--- src/rtl/flexbex_ibex_fetch_aligner.sv ---
// Fetch aligner: turns 32-bit word-aligned fetch words into a stream of
// 16-bit (compressed) and 32-bit instructions. Instructions may straddle two
// fetch words or start on a halfword-aligned redirect target. The PC of the
// instruction currently presented is tracked alongside.
//
// Handshakes (both sides): a transfer happens in a cycle where valid and
// ready are both high. instr_valid_o/instr_rdata_o/instr_addr_o do not wait
// on instr_ready_i. fetch_ready_o is an acknowledge: it is high only in a
// cycle where the presented fetch word is actually consumed, so it never
// asserts without fetch_valid_i.
module flexbex_ibex_fetch_aligner #(
    parameter logic [31:0] RESET_PC = 32'h0000_0080
) (
    input  logic        clk_i,
    input  logic        rst_i,
    input  logic        flush_i,
    input  logic [31:0] flush_addr_i,
    input  logic        fetch_valid_i,
    output logic        fetch_ready_o,
    input  logic [31:0] fetch_rdata_i,
    output logic        instr_valid_o,
    input  logic        instr_ready_i,
    output logic [31:0] instr_rdata_o,
    output logic [31:0] instr_addr_o,
    output logic        instr_is_compressed_o
);

    // ALIGNED: next instruction starts at bit 0 of the fetch word.
    // RESID:   next instruction starts in the held upper halfword resid_q.
    // SKIP:    next instruction starts at bit 16 of the fetch word.
    typedef enum logic [1:0] {
        ALIGNED = 2'd0,
        RESID   = 2'd1,
        SKIP    = 2'd2
    } state_e;

    state_e      state_q, state_d;
    logic [15:0] resid_q, resid_d;
    logic [31:1] pc_q, pc_d;

    logic        valid;
    logic        fire;

    // State, residual halfword and PC registers.
    always_ff @(posedge clk_i) begin
        if (rst_i) begin
            state_q <= ALIGNED;
            resid_q <= 16'h0000;
            pc_q    <= RESET_PC[31:1];
        end else begin
            state_q <= state_d;
            resid_q <= resid_d;
            pc_q    <= pc_d;
        end
    end

    // Next-state logic and combinational outputs.
    always_comb begin
        state_d       = state_q;
        resid_d       = resid_q;
        pc_d          = pc_q;
        valid         = 1'b0;
        fetch_ready_o = 1'b0;
        instr_rdata_o = 32'h0000_0000;
        fire          = 1'b0;

        if (rst_i) begin
            // Hold everything quiet; the register block reloads reset values.
            valid         = 1'b0;
            fetch_ready_o = 1'b0;
        end else if (flush_i) begin
            // Redirect wins over any emission this cycle.
            valid   = 1'b0;
            resid_d = 16'h0000;
            pc_d    = flush_addr_i[31:1];
            state_d = flush_addr_i[1] ? SKIP : ALIGNED;
        end else begin
            unique case (state_q)
                ALIGNED: begin
                    valid = fetch_valid_i;
                    fire  = valid & instr_ready_i;
                    if (fetch_rdata_i[1:0] != 2'b11) begin
                        instr_rdata_o = {16'h0000, fetch_rdata_i[15:0]};
                        if (fire) begin
                            fetch_ready_o = 1'b1;
                            resid_d       = fetch_rdata_i[31:16];
                            state_d       = RESID;
                            pc_d          = pc_q + 31'd1;
                        end
                    end else begin
                        instr_rdata_o = fetch_rdata_i;
                        if (fire) begin
                            fetch_ready_o = 1'b1;
                            pc_d          = pc_q + 31'd2;
                        end
                    end
                end
                RESID: begin
                    if (resid_q[1:0] != 2'b11) begin
                        // Held compressed instruction; no fetch word needed.
                        valid         = 1'b1;
                        fire          = instr_ready_i;
                        instr_rdata_o = {16'h0000, resid_q};
                        if (fire) begin
                            state_d = ALIGNED;
                            pc_d    = pc_q + 31'd1;
                        end
                    end else begin
                        // Straddling 32-bit instruction: upper half from F.
                        valid         = fetch_valid_i;
                        fire          = valid & instr_ready_i;
                        instr_rdata_o = {fetch_rdata_i[15:0], resid_q};
                        if (fire) begin
                            fetch_ready_o = 1'b1;
                            resid_d       = fetch_rdata_i[31:16];
                            pc_d          = pc_q + 31'd2;
                        end
                    end
                end
                SKIP: begin
                    if (fetch_rdata_i[17:16] != 2'b11) begin
                        valid         = fetch_valid_i;
                        fire          = valid & instr_ready_i;
                        instr_rdata_o = {16'h0000, fetch_rdata_i[31:16]};
                        if (fire) begin
                            fetch_ready_o = 1'b1;
                            state_d       = ALIGNED;
                            pc_d          = pc_q + 31'd1;
                        end
                    end else begin
                        // Only the first half of a 32-bit instruction: park it.
                        valid         = 1'b0;
                        fetch_ready_o = fetch_valid_i;
                        if (fetch_valid_i) begin
                            resid_d = fetch_rdata_i[31:16];
                            state_d = RESID;
                        end
                    end
                end
                default: begin
                    state_d = ALIGNED;
                end
            endcase
        end
    end

    assign instr_valid_o         = valid;
    assign instr_addr_o          = {pc_q, 1'b0};
    assign instr_is_compressed_o = (instr_rdata_o[1:0] != 2'b11);

endmodule

--- config.mk ---
export PLATFORM = sky130hd
export DESIGN_NAME = flexbex_ibex_fetch_aligner
export DESIGN_NICKNAME = d
export VERILOG_FILES = /design/src/rtl/flexbex_ibex_fetch_aligner.sv
export SDC_FILE = /design/constraint.sdc
export NUM_CORES = 1
export LEC_CHECK = 0
export CAP_MARGIN = 25
export CORE_MARGIN = 3
export CORE_UTILIZATION = 47
export CTS_CLUSTER_DIAMETER = 80
export DETAILED_ROUTE_END_ITERATION = 8
export PLACE_DENSITY_LB_ADDON = 0.1
export RECOVER_POWER = 50
export SYNTH_ARGS = -nofsm -noshare
export SYNTH_HDL_FRONTEND = slang
export SYNTH_SLANG_ARGS = --single-unit
--- constraint.sdc ---
create_clock -name clk_i -period 3.3 [get_ports clk_i]
set_input_delay 0.66 -clock clk_i [delete_from_list [all_inputs] [get_ports clk_i]]
set_output_delay 0.66 -clock clk_i [all_outputs]
set_load 0.01 [all_outputs]
[Word-level counts from Yosys, hierarchy flattened]
Cells that the tools add are included.
Word-level totals
  flip-flop bits (word level): 49
  input port bits: 69
  logic and storage cells: 72
Operators by class
  add/sub/neg operators: 2
  equality and inequality tests: 18
  mux-type cells: 41
  bitwise gates (word level): 1
  reduce and logical (&&, ||, !) cells: 7
Operators by type and width (number)
  two-way mux 31 bit: 7
  two-way mux 32 bit: 4
  two-way mux 16 bit: 6
  case mux 32 bit (3 select lines): 1
  case mux 31 bit (3 select lines): 1
  case mux 16 bit (3 select lines): 1
  adder 31 x 1 -> 31 bit, second input constant: 1
  adder 31 x 2 -> 31 bit, second input constant: 1
  two-way mux 2 bit: 9
  != test 2 bit, second input constant: 8
  != test 3 bit, second input constant: 5
  != test 4 bit, second input constant: 3
  two-way mux 1 bit: 9
  case mux 1 bit (3 select lines): 2
  case mux 2 bit (3 select lines): 1
  AND reduction 6 bit: 1
  AND reduction 5 bit: 1
  nonzero test 4 bit: 1
  AND reduction 3 bit: 1
  nonzero test 3 bit: 1
  equality test 2 x 1 -> 1 bit, second input constant: 1
  equality test 2 bit, second input constant: 1
  zero test 2 bit: 1
  OR reduction 2 bit: 1
  bitwise AND 1 bit: 1

[Logic depth before layout (Yosys ltp)]
  depth in word-level cells: 6
  mapped depth: 11
  gate-level depth less buffers: 8

[Least setup slack after synthesis]
Ideal clock, no wire load.
  kind: input-to-output
  start point: input port flush_i
  end point: output port instr_rdata_o[10]
  arrival: 1.713 ns
  data required time: 2.640 ns
  slack: 0.927 ns
  cell stages on the path: 5
  path buffers: 3
  path through: clkbuf_1 or3_1 clkbuf_1 clkbuf_1 nor2_1
Between the ends
  longest elaborated chain between the ends: 2
Ends and longest elaborated chain
  start: declaration: RTL line 16  | input logic flush_i,
  two-way mux 32 bit: RTL line 71  | end else if (flush_i) begin
  two-way mux 32 bit: RTL line 67  | if (rst_i) begin
  end: declaration: RTL line 23  | output logic [31:0] instr_rdata_o,
No other way between the ends.

[Final worst setup path]
  start point: input port rst_i
  end point: output port instr_rdata_o[27]
Between the ends
  longest elaborated chain between the ends: 1
Ends and longest elaborated chain
  start: declaration: RTL line 15  | input logic rst_i,
  two-way mux 32 bit: RTL line 67
No other way between the ends.

==> summary.txt <==
Worst setup path
  – WP data required: about 2.6 ns
  – CP max stage cell: clkdlybuf4s50_1
  – Critical path cell sequence: clkdlybuf4s50_1, or3_1, buf_12, nor2_1, clkdlybuf4s50_1
  – CP Launch Point: rst_i
  – Worst-path fanout max: 29
  – Most used cell, CP: clkdlybuf4s50_1
  – Crit path kind: input pin to output port
  – Worst Path Arrival: 2.48 ns
  – Critical R2R Launch: state_q[1]$_SDFFE_PP0P_
  – Max incr delay on CP: between 0.5 and 0.6 ns
  – R2r setup slk: approximately 0.54 ns
  – CP startpoint kind: input pin
  – CP endpoint kind: output port

Timing
  – Setup total negative slack: 0 ns
  – Worst Skew: 0.00722 ns
  – Max-slew violation count: 0
  – Crit share post-route: 0.951
  – Worst Max-Slew Pin Slew: roughly 0.7 ns
  – Unrepaired setup endpoints after global routing: false
  – Setup slack after layout: 0.162 ns
  – Clock period minus worst slack: ~3.1 ns
  – Fin. Hold Viols: 0
  – Final setup vio count: 0
  – Fmax: 319 MHz
  – Slew headroom: 0.535

GRT
  – Initial antenna violation count: 0
  – Total Routing Usage GR: 0.322
  – Met3 usage: 0.0625
  – Largest net degree at the start of global routing: 62
  – Met2 Use GR: 0.492
  – GRT overflow: 0
  – First-pass GRT wire length: 26.1 mm
  – Routing usage on met1: 0.453
  – Vias in the first global route: ~5,000
  – Global route hottest layer: met2

Synthesis
  – Post-Synth Adder-Cell Area: 0.0181
  – Fraction of synthesized area in multiplexers: 0.0434
  – Synth Instances: 585
  – #FFs+latches synth: 49
  – Largest family of logic cells by synthesized area: compound AO/OA/AOI/OAI gates
  – Mean Syn Cell Area: between 7 and 8 µm²
  – Share of flip-flops with an asynchronous set or reset: 0
  – Yosys top cell area share: 0.236
  – Number of synthesized flops with an enable pin: 0
  – Synth Area in Simple Gates: 0.291
  – Compound-Gate Fraction of Synth Area: 0.326
  – Mapped Nets: 660
  – Ys Warns: 0
  – Largest area contributor in the netlist: dfxtp_1
  – Post-synthesis sequential area ratio: 0.236
  – Top_reg_cell synth: dfxtp_1
  – Synth cell types: 70
  – Cell Area, Synth: 0.00415 mm²
  – Top cells by area, synth: dfxtp_1, nor2_1, a21oi_1
  – Post-Synth XOR/XNOR Area: 0.0169

Placement
  – I/O Buffers: roughly 130
  – DP HPWL: roughly 12 mm
  – DP Worst Slack: approximately 0.045 ns
  – Dpl cell area: 0.00564 mm²
  – Gpl congestion: ~1

Power
  – Power Density: roughly 300 mW/mm²
  – Leakage: 2.12 nW
  – Power Total: around 1.7 mW
  – Worst vdd ir: roughly 0.00018 V

Clock tree
  – Clock sinks: 49
  – H-tree lvl count: 2
  – Cts bufs inserted: 5
  – Clock transition at the registers of the reported paths: approximately 0.11 ns
  – Worst skew pair latency: between 0.3 and 0.4 ns
  – Clk buf depth: 2
  – Clock root cell: clkbuf_8
  – CTS tree: done

Routing
  – WL per Instance: around 20 µm
  – Post-detailed-route via-to-cell ratio: ~6.6
  – DR pass1 iterations: 8
  – First-iteration detailed-routing DRC count: around 550
  – Via count: between 5,000 and 6,000
  – Remaining antenna violation count: 0
  – DRT Wirelength: between 15 and 20 mm
  – DRC viols: 0

Floorplanning
  – Starting Density: 0.495
  – DIE AREA: around 0.010 mm²
  – Die height: 100 µm
  – Die width: 100 µm
  – Row count: 33
  – I/O pin count: roughly 140
  – Core area: between 0.008 and 0.009 mm²

Flow run
  – Max-Cap Viols: 0

Final layout
  – Layout cells sized above 1: 0.0751
  – Antenna cells: 0
  – Area grow syn2layout: 38.0%
  – Commonest non-fill, non-tap cell in the layout: clkdlybuf4s50_1
  – Fin area: roughly 0.0057 mm²
  – Most frequent cells in the layout: clkdlybuf4s50_1, nor2_1, dfxtp_1
  – Fillers: approximately 760
  – Nets@finish: between 700 and 800

Min path
  – Worst hold start: resid_q[4]$_SDFFE_PP0P_
  – Min-Delay Path Class: register to register

Status
  – Outcome: finished, final reports clean
registers in the layout, indices dropped and copies added (netlist names):
name,count
pc_q,31
resid_q,16
state_q,2
what timing repair did:
item / CTS / global route
setup buffers: 0 / 0
endpoints found under the setup margin: 0 / 12
hold buffers: 0 / 0
resized for setup: 0 / 2
per-layer routing:
metal,share of wire,up-vias
li1,-,2465
met1,0.42,2528
met2,0.44,333
met3,0.11,52
met4,0.028,0
met5,0,-
where the power goes:
group	switching, mW	internal (mW)
Clock	0.238	0.149
Combinational	0.325	0.296
Sequential	0.0783	0.629
per-stage QoR:
stage / util / instances / hold WS [ns]
5_1_grt: 0.683 / 811 / 0.555
3_5_place_dp: 0.673 / 803 / 0.487
2_1_floorplan: - / 585 / 0.462
4_1_cts: 0.684 / 811 / 0.513
6_report: 0.683 / 811 / 0.510
3_3_place_gp: 0.673 / 803 / 0.475
synthesized netlist by cell type, types with 8 or more instances:
library cell,number
o21ai_0,22
a21oi_1,44
nand4_1,12
mux2i_1,18
a22oi_1,19
nor4_1,16
nor2_1,91
clkbuf_1,34
a221oi_1,14
o31ai_1,8
nand2_1,38
inv_1,19
a31oi_1,10
a222oi_1,14
buf_2,12
nor3_1,15
dfxtp_1,49
xnor2_1,8
nand3_1,24
kinds of logic (layout without fill, tap and decap cells):
group / count (synthesis) / in the layout
multiplexers: 18 / 18
AO/OA/AOI/OAI: 190 / 190
other: 1 / 1
AND/OR/NAND/NOR: 243 / 243
flip-flops: 49 / 49
XOR/XNOR: 8 / 8
adder cells (fa/ha/maj): 6 / 6
buffers and inverters: 70 / 191
cell type report:
type                    count  area [µm²]  area share
inverters                  19        71.3      0.0125
flip-flops and latches     49         981       0.171
clock inverters             3        22.5     0.00393
repair buffers            164        1560       0.273
well taps                 105         131      0.0229
multi-input cells         466        2890       0.505
clock buffers               5        68.8      0.0120
critical path: cells and delay by family:
| family | cells | cell delay [ns] |
|---|---|---|
| buffers and inverters | 3 | 1.19 |
| AND/OR/NAND/NOR | 2 | 0.62 |
worst paths after layout:
path,depth (start not counted),endpoint
max,5,instr_rdata_o[27]
min,2,resid_q[4]$_SDFFE_PP0P_
max reg2reg,8,pc_q[27]$_SDFFE_PP0P_
min reg2reg,2,resid_q[4]$_SDFFE_PP0P_
Note: power is estimated with default switching activity, not from simulation.
